[config.mk]
export PLATFORM = sky130hd
export DESIGN_NAME = layer_sequencer_flat
export DESIGN_NICKNAME = d
export VERILOG_FILES = /design/src/rtl/layer_sequencer_if.sv /design/src/rtl/layer_sequencer.sv /design/src/flat_wrapper.sv
export SDC_FILE = /design/constraint.sdc
export NUM_CORES = 1
export LEC_CHECK = 0
export ABC_AREA = 1
export BUFFER_PORTS_ARGS = -buffer_cell sky130_fd_sc_hd__clkbuf_2
export CORE_MARGIN = 10
export CORE_UTILIZATION = 33
export CTS_BUF_LIST = sky130_fd_sc_hd__clkbuf_16
export DETAILED_ROUTE_END_ITERATION = 12
export GPL_TIMING_DRIVEN = 0
export PLACE_DENSITY_LB_ADDON = 0.12
export SLEW_MARGIN = 20
export SYNTH_ARGS = -nofsm -noshare
export SYNTH_HDL_FRONTEND = slang
export SYNTH_SLANG_ARGS = --single-unit
[constraint.sdc]
create_clock -name clk_i -period 2.8 [get_ports clk_i]
set_clock_uncertainty 0.2 [all_clocks]
set_input_delay 0.56 -clock clk_i [delete_from_list [all_inputs] [get_ports clk_i]]
set_output_delay 0.56 -clock clk_i [all_outputs]
set_load 0.005 [all_outputs]
[src/rtl/layer_sequencer_if.sv]
// rtl/layer_sequencer_if.sv - layer sequencer bus: start/status, activation/weight reads, neuron lanes, result writes
interface layer_sequencer_if #(
  parameter int N_IN  = 784,
  parameter int N_OUT = 20
);
  localparam int XAW = (N_IN > 1) ? $clog2(N_IN) : 1;
  localparam int YAW = (N_OUT > 1) ? $clog2(N_OUT) : 1;

  logic                  start;
  logic                  busy;
  logic                  done;
  logic [XAW-1:0]        x_addr;
  logic [XAW-1:0]        w_addr;
  logic [15:0]           x_rdata;
  logic                  active;
  logic [15:0]           x;
  logic [16*N_OUT-1:0]   z;
  logic                  y_we;
  logic [YAW-1:0]        y_addr;
  logic [15:0]           y_data;

  // master: the surrounding layer (memories, neurons, controller)
  modport master (
    output start, x_rdata, z,
    input  busy, done, x_addr, w_addr, active, x, y_we, y_addr, y_data
  );

  // slave: the sequencer itself
  modport slave (
    input  start, x_rdata, z,
    output busy, done, x_addr, w_addr, active, x, y_we, y_addr, y_data
  );
endinterface

[src/rtl/layer_sequencer.sv]
// rtl/layer_sequencer.sv - walks activations/weights into a MAC bank, captures and writes its N_OUT results
// Define LAYER_SEQ_RELU_EN to clamp negative results to zero before writing (hidden layers).
module layer_sequencer #(
  parameter int N_IN    = 784,
  parameter int N_OUT   = 20,
  parameter int RD_LAT  = 2,
  parameter int MAC_LAT = 3
) (
  input  logic             clk_i,
  input  logic             reset_i,
  layer_sequencer_if.slave bus_if
);
  localparam int XAW  = (N_IN > 1) ? $clog2(N_IN) : 1;
  localparam int YAW  = (N_OUT > 1) ? $clog2(N_OUT) : 1;
  localparam int D    = RD_LAT + MAC_LAT + 1;
  localparam int M1   = (N_IN > N_OUT) ? N_IN : N_OUT;
  localparam int CMAX = (M1 > D) ? M1 : D;
  localparam int CW   = $clog2(CMAX + 1);

  localparam logic [CW-1:0]  LOAD_LAST  = CW'(N_IN - 1);
  localparam logic [CW-1:0]  DRAIN_LAST = CW'(D - 1);
  localparam logic [CW-1:0]  WRITE_LAST = CW'(N_OUT - 1);
  localparam logic [XAW-1:0] HOLD_ADDR  = XAW'(N_IN - 1);

  typedef enum logic [2:0] {
    S_IDLE, S_LOAD, S_DRAIN, S_CAPTURE, S_WRITE, S_FIN
  } state_t;

  state_t              state_q, state_d;
  logic [CW-1:0]       cnt_q, cnt_d;
  logic [RD_LAT-1:0]   vld_q, vld_d;
  logic [16*N_OUT-1:0] res_q, res_d;
  logic                busy_q, busy_d;
  logic                done_q, done_d;
  logic                active_q, active_d;
  logic                y_we_q, y_we_d;
  logic [XAW-1:0]      addr_q, addr_d;
  logic [YAW-1:0]      y_addr_q, y_addr_d;
  logic [15:0]         x_q, x_d;
  logic [15:0]         y_data_q, y_data_d;
  logic [15:0]         lane;
  logic [15:0]         lane_proc;

  always_comb begin
    state_d = state_q;
    cnt_d   = cnt_q;
    case (state_q)
      S_IDLE: begin
        if (bus_if.start) begin
          state_d = S_LOAD;
          cnt_d   = '0;
        end
      end
      S_LOAD: begin
        if (cnt_q == LOAD_LAST) begin
          state_d = S_DRAIN;
          cnt_d   = '0;
        end else begin
          cnt_d = cnt_q + 1'b1;
        end
      end
      S_DRAIN: begin
        if (cnt_q == DRAIN_LAST) begin
          state_d = S_CAPTURE;
          cnt_d   = '0;
        end else begin
          cnt_d = cnt_q + 1'b1;
        end
      end
      S_CAPTURE: begin
        state_d = S_WRITE;
        cnt_d   = '0;
      end
      S_WRITE: begin
        if (cnt_q == WRITE_LAST) begin
          state_d = S_FIN;
          cnt_d   = '0;
        end else begin
          cnt_d = cnt_q + 1'b1;
        end
      end
      S_FIN: begin
        state_d = S_IDLE;
        cnt_d   = '0;
      end
      default: begin
        state_d = S_IDLE;
        cnt_d   = '0;
      end
    endcase

    // The first write lane is selected in the same edge that latches Z, so read through res_d.
    res_d = (state_q == S_CAPTURE) ? bus_if.z : res_q;
    lane  = '0;
    for (int i = 0; i < N_OUT; i++) begin
      if (cnt_d == CW'(i)) lane = res_d[16*i +: 16];
    end
`ifdef LAYER_SEQ_RELU_EN
    lane_proc = lane[15] ? 16'h0000 : lane;
`else
    lane_proc = lane;
`endif

    // vld_q[k] marks x_rdata of address k+1 cycles old; the top stage is the valid window.
    vld_d = RD_LAT'({vld_q, (state_d == S_LOAD)});
    x_d   = vld_q[RD_LAT-1] ? bus_if.x_rdata : 16'h0000;

    addr_d = '0;
    if (state_d == S_LOAD) begin
      addr_d = XAW'(cnt_d);
    end else if (state_d == S_DRAIN) begin
      addr_d = HOLD_ADDR;
    end

    busy_d   = (state_d != S_IDLE);
    done_d   = (state_d == S_FIN);
    active_d = (state_d == S_LOAD) || (state_d == S_DRAIN);
    y_we_d   = (state_d == S_WRITE);
    y_addr_d = (state_d == S_WRITE) ? YAW'(cnt_d) : '0;
    y_data_d = (state_d == S_WRITE) ? lane_proc : 16'h0000;
  end

  always_ff @(posedge clk_i) begin
    if (reset_i) begin
      state_q  <= S_IDLE;
      cnt_q    <= '0;
      vld_q    <= '0;
      res_q    <= '0;
      busy_q   <= 1'b0;
      done_q   <= 1'b0;
      active_q <= 1'b0;
      y_we_q   <= 1'b0;
      addr_q   <= '0;
      y_addr_q <= '0;
      x_q      <= '0;
      y_data_q <= '0;
    end else begin
      state_q  <= state_d;
      cnt_q    <= cnt_d;
      vld_q    <= vld_d;
      res_q    <= res_d;
      busy_q   <= busy_d;
      done_q   <= done_d;
      active_q <= active_d;
      y_we_q   <= y_we_d;
      addr_q   <= addr_d;
      y_addr_q <= y_addr_d;
      x_q      <= x_d;
      y_data_q <= y_data_d;
    end
  end

  assign bus_if.busy   = busy_q;
  assign bus_if.done   = done_q;
  assign bus_if.active = active_q;
  assign bus_if.x      = x_q;
  assign bus_if.x_addr = addr_q;
  assign bus_if.w_addr = addr_q;
  assign bus_if.y_we   = y_we_q;
  assign bus_if.y_addr = y_addr_q;
  assign bus_if.y_data = y_data_q;
endmodule
[src/flat_wrapper.sv]
// flat-port wrapper written by rule: the top's interface ports become plain ports
module layer_sequencer_flat 
#(
  parameter int N_IN    = 784,
  parameter int N_OUT   = 20,
  parameter int RD_LAT  = 2,
  parameter int MAC_LAT = 3
)
  (clk_i, reset_i, bus_if_start, bus_if_x_rdata, bus_if_z, bus_if_busy, bus_if_done, bus_if_x_addr, bus_if_w_addr, bus_if_active, bus_if_x, bus_if_y_we, bus_if_y_addr, bus_if_y_data);
  layer_sequencer_if #(.N_IN(N_IN), .N_OUT(N_OUT)) bus_if_i ();
  input  logic clk_i;
  input  logic reset_i;
  input wire logic [$bits(bus_if_i.start)-1:0] bus_if_start;
  input wire logic [$bits(bus_if_i.x_rdata)-1:0] bus_if_x_rdata;
  input wire logic [$bits(bus_if_i.z)-1:0] bus_if_z;
  output wire logic [$bits(bus_if_i.busy)-1:0] bus_if_busy;
  output wire logic [$bits(bus_if_i.done)-1:0] bus_if_done;
  output wire logic [$bits(bus_if_i.x_addr)-1:0] bus_if_x_addr;
  output wire logic [$bits(bus_if_i.w_addr)-1:0] bus_if_w_addr;
  output wire logic [$bits(bus_if_i.active)-1:0] bus_if_active;
  output wire logic [$bits(bus_if_i.x)-1:0] bus_if_x;
  output wire logic [$bits(bus_if_i.y_we)-1:0] bus_if_y_we;
  output wire logic [$bits(bus_if_i.y_addr)-1:0] bus_if_y_addr;
  output wire logic [$bits(bus_if_i.y_data)-1:0] bus_if_y_data;
  assign bus_if_i.start = bus_if_start;
  assign bus_if_i.x_rdata = bus_if_x_rdata;
  assign bus_if_i.z = bus_if_z;
  assign bus_if_busy = bus_if_i.busy;
  assign bus_if_done = bus_if_i.done;
  assign bus_if_x_addr = bus_if_i.x_addr;
  assign bus_if_w_addr = bus_if_i.w_addr;
  assign bus_if_active = bus_if_i.active;
  assign bus_if_x = bus_if_i.x;
  assign bus_if_y_we = bus_if_i.y_we;
  assign bus_if_y_addr = bus_if_i.y_addr;
  assign bus_if_y_data = bus_if_i.y_data;
  layer_sequencer #(.N_IN(N_IN), .N_OUT(N_OUT), .RD_LAT(RD_LAT), .MAC_LAT(MAC_LAT)) u_core (.clk_i(clk_i), .reset_i(reset_i), .bus_if(bus_if_i));
endmodule
# Word-level counts from Yosys, hierarchy flattened
# Index checks and enable logic that the tools add are counted.
[word_totals] regBits=386 latch_bits=0 ramBits=0 rom_bits=0 input_bits=339 elab_cells=84 mem_count=0
[op_classes] addsub=1 mul=0 div=0 magnitude_cmp=0 eq_ne=30 shifts=0 mux=33 n_bitwise=2 reduce_logical=6
[ops] cell="16-bit two-way mux" count=20
[ops] cell="320-bit two-way mux" count=1
[ops] cell="10-bit by 4-bit == test with 1-bit output, second input constant" count=8
[ops] cell="10-bit two-way mux" count=6
[ops] cell="10-bit by 3-bit == test with 1-bit output, second input constant" count=5
[ops] cell="10-bit by 5-bit == test with 1-bit output, second input constant" count=5
[ops] cell="10-bit case mux with 4 select lines" count=1
[ops] cell="10-bit by 2-bit == test with 1-bit output, second input constant" count=2
[ops] cell="3-bit case mux with 5 select lines" count=1
[ops] cell="3-bit two-way mux" count=4
[ops] cell="10-bit by 1-bit adder with 10-bit output, second input constant" count=1
[ops] cell="10-bit by 1-bit == test with 1-bit output, second input constant" count=1
[ops] cell="10-bit == test, second input constant" count=1
[ops] cell="10-bit zero test" count=1
[ops] cell="3-bit by 2-bit == test with 1-bit output, second input constant" count=3
[ops] cell="3-bit == test, second input constant" count=3
[ops] cell="3-bit by 1-bit == test with 1-bit output, second input constant" count=2
[ops] cell="2-bit OR reduction" count=2
[ops] cell="3-bit zero test" count=1
[ops] cell="3-bit nonzero test" count=1
[ops] cell="1-bit inverter" count=2
[ops] cell="1-bit logical OR" count=1

# Depth between registers and ports, before layout
[logic_depth] ltp_word=24 depth_mapped=26 depth_no_buf=24

# Worst setup path after synthesis
# Ideal clock, no wire load.
[synth_timing] path_type="reg2reg" startpoint="register u_core.cnt_q[1]" endpoint="register u_core.y_data_q[10] (netlist: u_core.bus_if.y_data[10])" arrival_time_ns=2.531 required_ns=2.491 path_slack_ns=-0.040 stages_incl_launch_ff=23 n_path_buf=2 period_less_slack_ns=2.840 cell_sequence="dfxtp_1 > ha_1 > nand2_1 > nor2_1 > nand4_1 > nand3_1 > nand2_1 > nor2_4 > nand2_1 > nor2_2 > buf_6 > nand2_8 > nor3_4 > buf_6 > nand2_1 > nand2_1 > nand4_1 > nor2_1 > nand4_1 > nor2_1 > nand4_1 > nand2_1 > inv_1"
[synth_between] elab_chain_len=24
[synth_lines] element="start, declared" line_no="layer_sequencer.sv:30" rtl="logic [CW-1:0] cnt_q, cnt_d;"
[synth_lines] element="start signal, assigned" line_no="layer_sequencer.sv:139" rtl="cnt_q <= cnt_d;"
[synth_lines] element="10-bit by 1-bit adder with 10-bit output, or another cell as far along" line_no="layer_sequencer.sv:59, layer_sequencer.sv:67, layer_sequencer.sv:79"
[synth_lines] element="10-bit two-way mux, on equally long branches" line_no="layer_sequencer.sv:75, layer_sequencer.sv:55, layer_sequencer.sv:63"
[synth_lines] element="10-bit case mux with 4 select lines" line_no="layer_sequencer.sv:47" rtl="case (state_q)"
[synth_lines] element="10-bit zero test" line_no="layer_sequencer.sv:96" rtl="if (cnt_d == CW'(i)) lane = res_d[16*i +: 16];"
[synth_lines] element="16-bit two-way mux (20 in a row)" line_no="layer_sequencer.sv:96"
[synth_lines] element="end signal, assigned" line_no="layer_sequencer.sv:149" rtl="y_data_q <= y_data_d;"
[synth_lines] element="end, declared" line_no="layer_sequencer.sv:40" rtl="logic [15:0] y_data_q, y_data_d;"
# Parallel ways exist; a longest one is shown, timed or not.
# A chain may end at the register's enable or synchronous reset.

# Worst setup path after layout
[layout_timing] startpoint="register u_core.cnt_q[0]" endpoint="register u_core.y_data_q[10] (netlist: u_core.bus_if.y_data[10])"
# Same word-level chain as after synthesis.

==> metrics.yaml <==
logic_synthesis:
  synth_top_area_share_pct: 43.6
  avgSynthCellArea_um2: 7.22
  ys_types: 33
  synth_area_um2: 17700
  ys_seq_area_share_pct: 43.6
  yosys_warnings: 0
  async_flop_share_pct: 0
  synth_top_area_cell: "dfxtp_1"
  syn_nets: 2797
  syn_inst: 2456
  synth_area_leaders: "dfxtp_1 (44%), nor2_1 (10%), or2_2 (8.5%)"
  synth-seq-cells: 386
  synth_edf_count: 0
  synth_top_flop_cell: "dfxtp_1"
critical_path:
  critPathKind: "reg -> reg"
  worst_setup_path_end_kind: "register"
  path_delay_family: "simple AND/OR/NAND/NOR gates"
  cp-startpoint: "u_core.cnt_q[0]"
  cp_slowest_cell: "dfxtp_4"
  crit_fanout: 7
  critPathMaxStageDelay_ns: 0.38
  cp-start-kind: "register"
  worstPathRequired_ns: 3.08
  r2r_start: "u_core.cnt_q[0]"
  path_buf_inv: 4
  worstPathCellList: "ha_4, nand2_4, nor2_1, nand4_1, nand3_1, nand2_2, nor2_4, buf_4, nand2_4, nor2_4, buf_6, buf_4, nand4_1, nand3_2, nor2_4, nand4_1, nand2_1, nand4_1, nor2_2, nand4_1, nor2_2, nand4_1, nand2_1, inv_1"
  crit_top_cell: "nand4_1"
  worstPathArrival_ns: 4.12
outcome:
  violations: "setup timing"
  run_status: "finished with violations"
sta:
  tightest_slew_ns: 0.818
  maxSlewViolCount: 0
  whs_ns: 0.0405
  timing.final.crit_share_pct: 137
  rsz0062_at_grt: "true"
  slew_headroom_pct: 45.5
  fmax_mhz: 260
  setup-tns-final_ns: -14.08
  finalSetupViolCount: 16
  setup_ws_ns: -1.04
  hold_viol: 0
  finalCriticalPeriod_ns: 3.84
global_route:
  grt_pass1_vias: 17800
  grt_max_degree: 14
  grt_pass1_wl_um: 106000
  overflow: 0
  grt_usage_pct: 21.7
  antenna_found_initial: 2
placed_design:
  routabilityCongestion: 0.906
  dp_hpwl_um: 56500
  place_inst: 3543
  dp_worst_setup_slack_ns: -2.10
  port_buffers: 399
  dpl-instance-area_um2: 20600
route:
  dr_total_vias: 17600
  post_drt_wl_per_cell_um: 19.4
  drt_iter0_drc: 1180
  first_pass_iters: 5
  drc: 0
  antenna_left: 0
  drt-total-wl_um: 71500
  viasPerCell: 4.76
pwr:
  power.density_nw_per_um2: 521
  p_leak_nw: 13.1
  ir_worst_vdd_mv: 0.399
  finalPower_mw: 12.3
die:
  core_um2: 52900
  boundaryPins: 400
  start_util_pct: 33.6
  die_y_um: 252
  dieArea_um2: 63400
  die_x_um: 252
  rows: 84
cts:
  worstSkewPairLatency_ns: 0.59
  path_clk_slew_ns: 0.06
  cts_tree: "done"
  clock_tree.htree_level_count: 2
  cts_num_sinks: 386
  cts-root-buf: "clkbuf_16"
  cts-buffers-inserted: 45
  clockBufferDepth: 3
cells_and_area:
  nFillCells: 5476
  final_util_pct: 44.7
  seq_area_um2: 7750
  drive_above_1_share_pct: 33.4
  stdcell_area_um2: 23600
  num-nets-final: 3309
  finalNonFillerCells: 3693
  area_growth_pct: 33.3
  multi_input_area_um2: 8720
hold_path:
  hp-class: "in -> reg"
  min_from: "bus_if_z[25]"
job:
  maxCapViolCount: 0
## worst min-delay path: cells and delay by family
kind            cells  cell delay (ns)
simple gates        1             0.07
compound gates      1             0.06
buf+inv             1             0.09
## final timing paths
check	endpoint	slack (ns)	cells after the start
setup / recovery	u_core.bus_if.y_data[10]	-1.04	24
hold / removal	u_core.res_q[25]	0.04	3
setup reg to reg	u_core.bus_if.y_data[10]	-1.04	24
hold reg to reg	u_core.vld_q[1]	0.21	2
## layout by cell type (no fill, tap or decap), drive strengths merged
master       synthesis  final
nor4                 1      1
clkinv               2     19
buf                 48     99
and3                 8      8
a21oi               39     39
clkbuf             111    554
o2111ai             16     16
or2                240    240
bufinv               0      7
nor3                 6      6
xor2                 1      1
o21ai              244    244
nand3               45     45
nand4              119    119
dfxtp              386    386
nor2               503    503
diode                0      1
nand2              291    291
or3                  1      1
bufbuf               0      1
ha                   2      2
dlygate4sd3          0     17
clkinvlp             0      4
mux2i               80     80
inv                313    321
## cells by family after synthesis
kind of cell | count (synthesis) | share of synthesized area (%)
flops | 386 | 43.6
fa+ha+maj | 2 | 0.141
compound gates | 299 | 8.77
xor+xnor | 1 | 0.0494
buf+inv | 474 | 10.7
simple gates | 1214 | 32.2
mux | 80 | 4.51
## cells in the mapped netlist (5+ instances only)
cell type / count
a21oi_1: 39
dfxtp_1: 386
nand4_1: 118
o2111ai_1: 16
nor3_4: 5
mux2i_1: 80
nand2_1: 287
buf_2: 27
inv_2: 16
buf_4: 15
o21ai_0: 243
nor2_4: 5
or2_2: 240
inv_1: 297
nor2_1: 485
clkbuf_1: 111
nand3_1: 43
nor2_2: 13
and3_1: 8
## final cells by class
type                            count  area share, %
Clock inverter                     36           1.47
Timing Repair Buffer              468           11.1
Sequential cell                   386           32.8
Inverter                          315           5.09
Tap cell                          688           3.64
Multi-Input combinational cell   1596           36.9
Clock buffer                       47           4.98
Antenna cell                        1         0.0106
Buffer                            156           4.00
## metal layers
layer / track usage (%) / share of wire [%]
met1: 28.1 / 45
met2: 36.3 / 47
met3: 4.14 / 6.3
met4: 5.73 / 2.1
met5: 0 / 0.024
## power by group
group | total [mW] | switching (mW) | leakage (nW) | internal [mW]
combinational | 0.660 | 0.381 | 9.24 | 0.279
sequential | 5.51 | 0.0100 | 3.11 | 5.50
clock | 6.14 | 2.46 | 0.776 | 3.68
## sequential cells by signal, indices dropped and copies added (netlist names)
register and cells:
u_core.bus_if.w_addr 10, u_core.state_q 3, u_core.bus_if.done 1, u_core.bus_if.x 16
u_core.bus_if.y_data 16, u_core.cnt_q 10, u_core.vld_q 2, u_core.bus_if.y_we 1
u_core.bus_if.busy 1, u_core.res_q 320, u_core.bus_if.y_addr 5, u_core.bus_if.active 1
## repair_timing
| item | 4_1_cts | 5_1_grt |
|---|---|---|
| hold endpoints to repair | 17 | 0 |
| pin swaps | 86 | 53 |
| gates cloned | 4 | 0 |
| setup buffers | 44 | 4 |
| setup endpoints to repair | 204 | 43 |
| hold buffers | 17 | 0 |
| resized for setup | 288 | 28 |
Power figures use the tool's default switching activity.
